`src/rtl/decoder_scan_sequencer.sv`:
```
// Scans a binary select code through the code space, holding each address
// for DWELL cycles. Registered one-hot and valid. Optional macro: BIDIR_SCAN_EN.
module decoder_scan_sequencer #(
   parameter int SEL_W = 3,
   parameter int DWELL = 4
) (
   input  logic               clk,
   input  logic               rst_n,
   input  logic               start,
   input  logic [SEL_W-1:0]   start_addr,
   input  logic               cont,
   input  logic               hold,
   input  logic               stop,
`ifdef BIDIR_SCAN_EN
   input  logic               dir,
`endif
   output logic [SEL_W-1:0]   sel,
   output logic               sel_valid,
   output logic [2**SEL_W-1:0] onehot,
   output logic               busy,
   output logic               done
);

   localparam int OH_W = 2**SEL_W;
   localparam int CW   = (DWELL <= 1) ? 1 : $clog2(DWELL);
   localparam logic [CW-1:0] CNT_MAX = CW'(DWELL - 1);

   typedef enum logic [1:0] {
      S_IDLE,
      S_DWELL,
      S_DONE
   } state_t;

   state_t            state_q;
   logic [SEL_W-1:0]  sel_q;
   logic [SEL_W-1:0]  sel_d;
   logic              valid_q;
   logic [OH_W-1:0]   onehot_q;
   logic              busy_q;
   logic              done_q;
   logic [CW-1:0]     cnt_q;
   logic              down;
   logic              last;

   function automatic logic [OH_W-1:0] dec(input logic [SEL_W-1:0] a);
      logic [OH_W-1:0] r;
      r    = '0;
      r[a] = 1'b1;
      return r;
   endfunction

`ifdef BIDIR_SCAN_EN
   logic dir_q;

   // Scan direction is latched with start and held for the whole pass
   always_ff @(posedge clk or negedge rst_n) begin
      if (!rst_n) begin
         dir_q <= 1'b0;
      end else if (state_q == S_IDLE && start) begin
         dir_q <= dir;
      end
   end

   assign down = dir_q;
`else
   assign down = 1'b0;
`endif

   // Next address and end-of-range detection for the current direction
   always_comb begin
      sel_d = sel_q;
      last  = 1'b0;
      if (down) begin
         sel_d = sel_q - SEL_W'(1);
         last  = (sel_q == '0);
      end else begin
         sel_d = sel_q + SEL_W'(1);
         last  = (sel_q == '1);
      end
   end

   // Scan FSM with all outputs registered
   always_ff @(posedge clk or negedge rst_n) begin
      if (!rst_n) begin
         state_q  <= S_IDLE;
         sel_q    <= '0;
         valid_q  <= 1'b0;
         onehot_q <= '0;
         busy_q   <= 1'b0;
         done_q   <= 1'b0;
         cnt_q    <= '0;
      end else begin
         done_q <= 1'b0;
         unique case (state_q)
            S_IDLE: begin
               if (start) begin
                  sel_q    <= start_addr;
                  onehot_q <= dec(start_addr);
                  valid_q  <= 1'b1;
                  busy_q   <= 1'b1;
                  cnt_q    <= '0;
                  state_q  <= S_DWELL;
               end
            end
            S_DWELL: begin
               if (stop) begin
                  valid_q  <= 1'b0;
                  onehot_q <= '0;
                  busy_q   <= 1'b0;
                  cnt_q    <= '0;
                  state_q  <= S_IDLE;
               end else if (hold) begin
                  cnt_q <= cnt_q;
               end else if (cnt_q != CNT_MAX) begin
                  cnt_q <= cnt_q + CW'(1);
               end else begin
                  cnt_q <= '0;
                  if (last && !cont) begin
                     valid_q  <= 1'b0;
                     onehot_q <= '0;
                     busy_q   <= 1'b0;
                     done_q   <= 1'b1;
                     state_q  <= S_DONE;
                  end else begin
                     sel_q    <= sel_d;
                     onehot_q <= dec(sel_d);
                  end
               end
            end
            S_DONE: begin
               state_q <= S_IDLE;
            end
            default: begin
               state_q <= S_IDLE;
            end
         endcase
      end
   end

   assign sel       = sel_q;
   assign sel_valid = valid_q;
   assign onehot    = onehot_q;
   assign busy      = busy_q;
   assign done      = done_q;

endmodule

```
`config.mk`:
```
export PLATFORM = sky130hd
export DESIGN_NAME = decoder_scan_sequencer
export DESIGN_NICKNAME = d
export VERILOG_FILES = /design/src/rtl/decoder_scan_sequencer.sv
export SDC_FILE = /design/constraint.sdc
export NUM_CORES = 1
export LEC_CHECK = 0
export ABC_CLOCK_PERIOD_IN_PS = 2200
export CORE_AREA = 2 2 43 55
export DETAILED_ROUTE_END_ITERATION = 8
export DIE_AREA = 0 0 45 57
export GPL_TIMING_DRIVEN = 0
export PLACE_DENSITY_LB_ADDON = 0.12
export SYNTH_ARGS = -nofsm -noshare
export SYNTH_HDL_FRONTEND = slang
export SYNTH_SLANG_ARGS = --single-unit
export TNS_END_PERCENT = 10
```
`constraint.sdc`:
```
create_clock -name clk -period 2.2 [get_ports clk]
set_clock_uncertainty 0.05 [all_clocks]
set_input_delay 0.33 -clock clk [delete_from_list [all_inputs] [get_ports clk]]
set_output_delay 0.33 -clock clk [all_outputs]
set_load 0.1 [all_outputs]
```
Word-level counts from Yosys, hierarchy flattened
Index checks and enable logic that the tools add are counted.

storage, ports and cells
  logic and storage cells = 72
  memory bits (writable) = 0
  flip-flop bits (word level) = 17
  ROM bits = 0
  memories kept = 0
  bits in latches = 0
  output and inout port bits = 14
  input bits = 9

operators by class
  reduce and logical (&&, ||, !) cells = 11
  bitwise operators = 0
  equality and inequality tests = 11
  add/subtract/negate cells = 2
  div/mod/pow operators = 0
  shifts and indexed selects = 0
  $lt $le $gt $ge = 4
  multipliers = 0
  multiplexer cells = 38

operator list
  operator                                                               count
  8-bit 2-to-1 mux                                                       5
  2-bit 2-to-1 mux                                                       9
  8-bit one-hot mux with 2 select lines                                  1
  3-bit 2-to-1 mux                                                       5
  1-bit 2-to-1 mux                                                       12
  2-bit inequality test, second input constant                           6
  3-bit inequality test, second input constant                           3
  3-bit by 4-bit < comparator with 1-bit output, second input constant   2
  2-bit one-hot mux with 2 select lines                                  2
  4-bit AND reduction                                                    2
  1-bit demux with 3-bit select                                          2
  3-bit by 1-bit >= comparator with 1-bit output, second input constant  2
  3-bit one-hot mux with 2 select lines                                  1
  6-bit AND reduction                                                    1
  5-bit AND reduction                                                    1
  3-bit by 1-bit adder with 3-bit output, second input constant          1
  3-bit equality test, second input constant                             1
  1-bit logical AND                                                      3
  3-bit AND reduction                                                    1
  2-bit by 1-bit adder with 2-bit output, second input constant          1
  2-bit by 1-bit equality test with 1-bit output, second input constant  1
  2-bit logical NOT                                                      1
  1-bit one-hot mux with 2 select lines                                  1
  2-bit nonzero test                                                     1
  1-bit logical NOT                                                      1

Longest topological paths before layout
Gate-level depths: netlist (run 1).

  depth in word-level cells = 10
  depth in mapped cells = 6
  gate-level depth less buffers = 6

Least setup slack after synthesis (run 1)
Ideal clock, no wire load.

  kind = register to register
  from = register sel_q[0], in the netlist sel[0]
  to = register sel_q[2], in the netlist sel[2]
  library setup time = 0.128 ns
  setup slack = -0.183 ns
  period minus slack after synthesis = 2.383 ns
  data arrival time = 2.204 ns
  path buffers = 0
  data required time = 2.022 ns
  cell stages (with the launch flop) = 7
  cells stage by stage = dfrtp_1 -> ha_1 -> ha_1 -> nor2b_1 -> nor3_4 -> nor2_2 -> mux2_1

between the ends
  word-level cells in the longest chain between the ends = 6
  elaborated cells on any way between the ends = 10

ends and longest elaborated chain
  item                                    RTL line  source
  start, declared                         35        logic [SEL_W-1:0] sel_q;
  start signal, assigned                  97        sel_q <= start_addr;
  start signal, assigned                  125       sel_q <= sel_d;
  3-bit by 1-bit adder with 3-bit output  77        sel_d = sel_q + SEL_W'(1);
  3-bit 2-to-1 mux                        118       if (last && !cont) begin
  3-bit 2-to-1 mux                        114       end else if (cnt_q != CNT_MAX) begin
  3-bit 2-to-1 mux                        112       end else if (hold) begin
  3-bit 2-to-1 mux                        106       if (stop) begin
  3-bit one-hot mux with 2 select lines   94        unique case (state_q)

Parallel ways exist; a longest one is shown, timed or not. The select of a mux whose other input is x is not followed.
A chain may end at the register's enable or synchronous reset.

Final worst setup path (run 1)
  from = register onehot_q[7], in the netlist onehot[7]
  to = output port onehot[7]

RTL lines
  item                    RTL line  source
  start, declared         38        logic [OH_W-1:0] onehot_q;
  start signal, assigned  98        onehot_q <= dec(start_addr);
  start signal, assigned  126       onehot_q <= dec(sel_d);
  end, declared           19        output logic [2**SEL_W-1:0] onehot,

No word-level cell between the ends.

==> results of run 1 <==
final timing paths:
path / from / endpoint
min: rst_n / cnt_q[0]
max: onehot[7] / onehot[7]
min in group clk: busy / busy
min reg2reg: busy / busy
max reg2reg: sel[0] / onehot[7]
max in group asynchronous: rst_n / sel[1]
cells in the final DEF (no fill, tap or decap), types with 2 or more instances in the layout:
cell / instances
dfrtp_1: 14
clkdlybuf4s50_1: 13
nor2_1: 11
a21oi_1: 7
nand4_1: 6
dlymetal6s2s_1: 6
inv_1: 5
a31oi_1: 4
nor3b_1: 4
a32oi_1: 4
nand2b_1: 3
mux2_2: 3
ha_1: 3
clkbuf_4: 3
dlygate4sd2_1: 3
dfrtp_2: 3
nor2b_1: 2
clkbuf_1: 2
nor3_1: 2
nand3_1: 2
mux2_1: 2
synth_stat cells, drive strengths merged:
cell type,number
xnor2,1
o21bai,1
nand2,1
mux2,5
nor3,3
a31oi,4
nor2b,2
nor4b,1
a311o,1
buf,2
nand2b,3
inv,5
and3,1
nand4,6
dfrtp,17
nor3b,4
o31ai,1
a32oi,4
nand3,2
nor2,12
clkbuf,1
o21ai,1
a21oi,8
ha,3
or3b,1
a21o,1
metal layers:
layer | GRT usage | up-vias
li1 | - | 391
met1 | 0.198 | 363
met2 | 0.267 | 22
met3 | 0.0285 | 6
met4 | 0.118 | 0
met5 | 0 | -
flip-flops by register name, indices dropped and copies added (netlist names):
signal,cells
busy,1
cnt_q,2
done,1
onehot,8
sel,3
state_q,2
stage by stage:
step           utilization  std cells  instance area [um2]  hold slack (ns)
3_3_place_gp         0.558        134                 1170            0.444
6_report             0.576        138                 1200            0.433
2_1_floorplan            -         91                  921          -0.0156
4_1_cts              0.569        138                 1190            0.468
5_1_grt              0.576        138                 1200            0.488
3_5_place_dp         0.558        134                 1170            0.455
cell type report:
cell class / count / share of cell area
Multi-Input combinational cell: 66 / 0.379
Sequential cell: 17 / 0.356
Timing Repair Buffer: 22 / 0.192
Clock buffer: 4 / 0.0218
Tap cell: 21 / 0.0218
Inverter: 5 / 0.0156
Buffer: 3 / 0.0135
cell families after synthesis:
kind of cell	count (synthesis)
buffers and inverters	8
xor gates and xnor gates	1
adders and majority gates	3
AOI/OAI and AO/OA	21
muxes	5
DFF	17
and+or+nand+nor	36
what timing repair did:
item,in CTS,in global routing
endpoints found under the setup margin,3,6
hold endpoints to repair,0,0
resized for setup,3,6
gates cloned,0,0
==> flow_metrics.py, run 1 <==
metrics = {
    "status": {
        "outcome": "finished, final reports clean",
    },
    "finish": {
        "seq_area_um2": 429,
        "area_growth_syn_to_layout_pct": 31.4,
        "multiInputGateArea_um2": 457,
        "nNetsFinal": 130,
        "drive_gt1_frac": 0.128,
        "fillers": 202,
        "diodes": 0,
    },
    "route": {
        "ant_nets": 0,
        "wl_met3_um": 74,
        "wl_met2_um": 1020,
        "top_layer": "met4",
        "drt-initial-drc-count": 15,
        "wl_um": 1900,
        "first_pass_iters": 4,
        "vias_per_cell": 5.67,
        "drc": 0,
        "wl_met1_um": 745,
        "avgRoutedWirePerCell_um": 13.7,
        "vias": 782,
    },
    "logic_synthesis": {
        "post_synth_instance_area_um2": 917,
        "synth_area_leaders": "dfrtp_1, nor2_1, ha_1, nand4_1, a21oi_1",
        "synth_top_family_by_area": "simple AND/OR/NAND/NOR gates",
        "synth_xor_area_frac": 0.00955,
        "yosysWarnings": 0,
        "synth-simple-area-share": 0.232,
        "synthMuxAreaShare": 0.0614,
        "yosysUniqueCellTypes": 31,
        "ys_seq_area_frac": 0.464,
        "synth_fa_ha_area_frac": 0.0409,
        "ys_ff_latch": 17,
        "netlist_instances": 91,
        "synth_nets": 103,
        "yosys.area.top_type_share": 0.464,
        "syn_avg_cell_area_um2": 10.1,
        "synth-compound-area-share": 0.154,
        "netlist.top_cell.by_area": "dfrtp_1",
    },
    "die": {
        "num_rows": 19,
        "die_x_um": 45,
        "initial_core_util": 0.438,
        "core_um2": 2090,
        "fp.dieH_um": 57,
        "die_area_um2": 2570,
        "design.portCount": 23,
    },
    "clock_network": {
        "clock_sinks": 17,
        "cts_setup_buffers": 0,
        "cts-buffers-inserted": 3,
        "clock_path_buffers": 2,
        "cts_tree": "built",
        "root_buffer": "clkbuf_4",
        "clk_pin_slew_ns": 0.10,
        "h-tree-depth": 1,
        "cts_hold_buf": 0,
        "clkLatencyLatePin_ns": 0.29,
    },
    "placed_design": {
        "place_ws_ns": 0.196,
        "port_buffers": 22,
        "place_congestion": 0.825,
        "place.detailed.hpwl_um": 1480,
    },
    "worst_setup_path": {
        "cp.depth": 1,
        "ff2ff_setup_slack_ns": 0.22,
        "worst_path_largest_cell_delay_ns": 1.13,
        "crit_buf_inv": 1,
        "startpoint_type": "flop",
        "cp.arrival_ns": 1.78,
        "crit_fanout": 2,
        "end_kind": "output port",
        "cp.required_ns": 1.82,
        "crit_family": "buffers and inverters",
        "critical_path_class": "flop to output port",
        "crit_slowest_cell": "clkdlybuf4s50_1",
        "reg2regPathDepth": 6,
        "path_cells": "clkdlybuf4s50_1",
    },
    "timing": {
        "worst_slew_pin_slew_ns": 0.966,
        "finalSetupTns_ns": 0,
        "setup_viol": 0,
        "clock.fmax_mhz": 464,
        "finalCritPeriodShare": 0.980,
        "min_period_ns": 2.16,
        "slew_headroom": 0.355,
        "drv_slew": 0,
        "fin_ws_ns": 0.0443,
        "rsz0062_at_grt": "no",
        "finalHoldViolCount": 0,
    },
    "global_routing": {
        "grt_max_degree": 18,
        "gr-total-overflow": 0,
        "antenna_found_initial": 0,
        "grt_pass1_vias": 725,
        "grt_util_all_layers": 0.168,
        "grt_pass1_wl_um": 3130,
    },
    "job": {
        "cap_violations": 0,
    },
    "min_path": {
        "min_path_type": "input pin to asynchronous set/reset pin",
    },
}
Power of run 1 is not shown: default switching activity piles up to over one toggle a cycle in this logic, so the estimate is an artifact.
==> run 2, diff against run 1 <==
- CORE_AREA: 2 2 43 55 -> 2 2 46 59
- DIE_AREA: 0 0 45 57 -> 0 0 48 61
==> flow_metrics.py, run 2 (synthesis gave the netlist of run 1 again) <==
metrics = {
    "status": {
        "outcome": "finished, final reports clean",
    },
    "finish": {
        "largest_reg_flops": 8,
        "drive_gt1_frac": 0.128,
        "final_cell_mix": "dfrtp_1, nor2_1, dlymetal6s2s_1",
        "multiInputGateArea_um2": 457,
        "diodes": 0,
        "seq_area_um2": 429,
        "final_common_cell": "dfrtp_1",
        "nNetsFinal": 130,
        "area_growth_syn_to_layout_pct": 34.1,
        "fillers": 237,
    },
    "worst_setup_path": {
        "ff2ff_setup_slack_ns": 0.24,
        "crit_fanout": 1,
        "path_cells": "clkdlybuf4s50_1",
        "worst_path_largest_cell_delay_ns": 1.12,
        "cp.required_ns": 1.82,
        "crit_family": "buffers and inverters",
        "startpoint_type": "flop",
        "crit_end": "done",
        "reg2regPathDepth": 6,
        "end_kind": "output port",
        "crit_buf_inv": 1,
        "r2r-end": "onehot[7]",
        "cp.arrival_ns": 1.76,
        "cp.depth": 1,
        "critical_path_class": "flop to output port",
        "crit_slowest_cell": "clkdlybuf4s50_1",
        "crit_start": "done",
        "r2r_start": "sel[0]",
    },
    "clock_network": {
        "cts_tree": "built",
        "clock_path_buffers": 2,
        "clk_pin_slew_ns": 0.10,
        "h-tree-depth": 1,
        "cts-buffers-inserted": 3,
        "clkLatencyLatePin_ns": 0.29,
        "root_buffer": "clkbuf_4",
        "clock_sinks": 17,
        "cts_setup_buffers": 0,
        "cts_hold_buf": 0,
    },
    "global_routing": {
        "use_met1": 0.190,
        "antenna_found_initial": 0,
        "gr-total-overflow": 0,
        "busiest_layer": "met2",
        "met3_usage": 0.0298,
        "grt_pass1_wl_um": 3240,
        "grt_max_degree": 18,
        "grt_pass1_vias": 754,
        "use_met2": 0.261,
        "grt_util_all_layers": 0.158,
    },
    "timing": {
        "setup_viol": 0,
        "finalSetupTns_ns": 0,
        "finalCritPeriodShare": 0.974,
        "drv_slew": 0,
        "slew_headroom": 0.355,
        "worst_slew_pin_slew_ns": 0.966,
        "min_period_ns": 2.14,
        "rsz0062_at_grt": "no",
        "finalHoldViolCount": 0,
        "clock.fmax_mhz": 467,
    },
    "die": {
        "die_x_um": 48,
        "fp.dieH_um": 61,
        "num_rows": 20,
        "initial_core_util": 0.386,
        "design.portCount": 23,
        "core_um2": 2380,
        "die_area_um2": 2930,
    },
    "route": {
        "first_pass_iters": 4,
        "vias": 779,
        "avgRoutedWirePerCell_um": 13.5,
        "vias_per_cell": 5.19,
        "wl_um": 2020,
        "drc": 0,
        "ant_nets": 0,
        "drt-initial-drc-count": 10,
    },
    "placed_design": {
        "place.detailed.hpwl_um": 1520,
        "place_congestion": 0.854,
        "port_buffers": 22,
    },
    "min_path": {
        "min_path_type": "input pin to asynchronous set/reset pin",
    },
    "job": {
        "cap_violations": 0,
    },
}
==> run 2: cell count changes in the layout (fill, tap and decap cells not counted), sizes merged <==
cell and delta:
clkdlybuf4s50 -4, dlymetal6s2s +4
==> run 2: stage by stage <==
| step | instance area (um2) | setup WS [ns] | hold WS [ns] | cells | utilization |
|---|---|---|---|---|---|
| floorplan | 921 | 0.132 | -0.0156 | 91 | - |
| global placement | 1180 | 0.189 | 0.445 | 146 | 0.497 |
| detailed placement | 1180 | 0.178 | 0.450 | 146 | 0.497 |
| CTS | 1200 | 0.00246 | 0.460 | 150 | 0.507 |
| global route | 1230 | 0.0166 | 0.477 | 150 | 0.517 |
| finish | 1230 | 0.0575 | 0.427 | 150 | 0.517 |
==> run 2: area by class of cell <==
type | count | area share
Multi-Input combinational cell | 66 | 0.371
Inverter | 5 | 0.0153
Clock buffer | 4 | 0.0214
Sequential cell | 17 | 0.349
Buffer | 3 | 0.0132
Timing Repair Buffer | 22 | 0.196
Tap cell | 33 | 0.0336
==> run 2: what timing repair did <==
| action | 4_1_cts | 5_1_grt |
|---|---|---|
| pin swaps | 0 | 0 |
| gates resized for setup | 3 | 10 |
| cloned | 0 | 0 |
| endpoints found under the setup margin | 3 | 10 |
==> run 2: how the worst min path moves through the flow <==
stage	from	to	slack, ns
finish	rst_n	onehot[2]	0.43
CTS	rst_n	onehot[2]	0.46
detailed placement	busy	busy	0.45
global route	rst_n	onehot[5]	0.48
floorplan	rst_n	busy	-0.02
global placement	cnt_q[1]	cnt_q[1]	0.45
==> run 2: worst reg2reg max path, cell delays in order (launching register included) <==
cell	delay, ns
dfrtp_2	0.45
ha_1	0.21
ha_1	0.20
nor2b_1	0.20
nor3b_1	0.44
nand4_1	0.16
a31oi_1	0.18
==> run 2: layer usage <==
metal  vias to the layer above  wire (um)  part of all wire
li1                        391          -                 -
met1                       367        874              0.43
met2                        16       1030              0.51
met3                         5         70             0.035
met4                         0         44             0.022
met5                         -          0                 0
Power of run 2 is left out for the same reason.
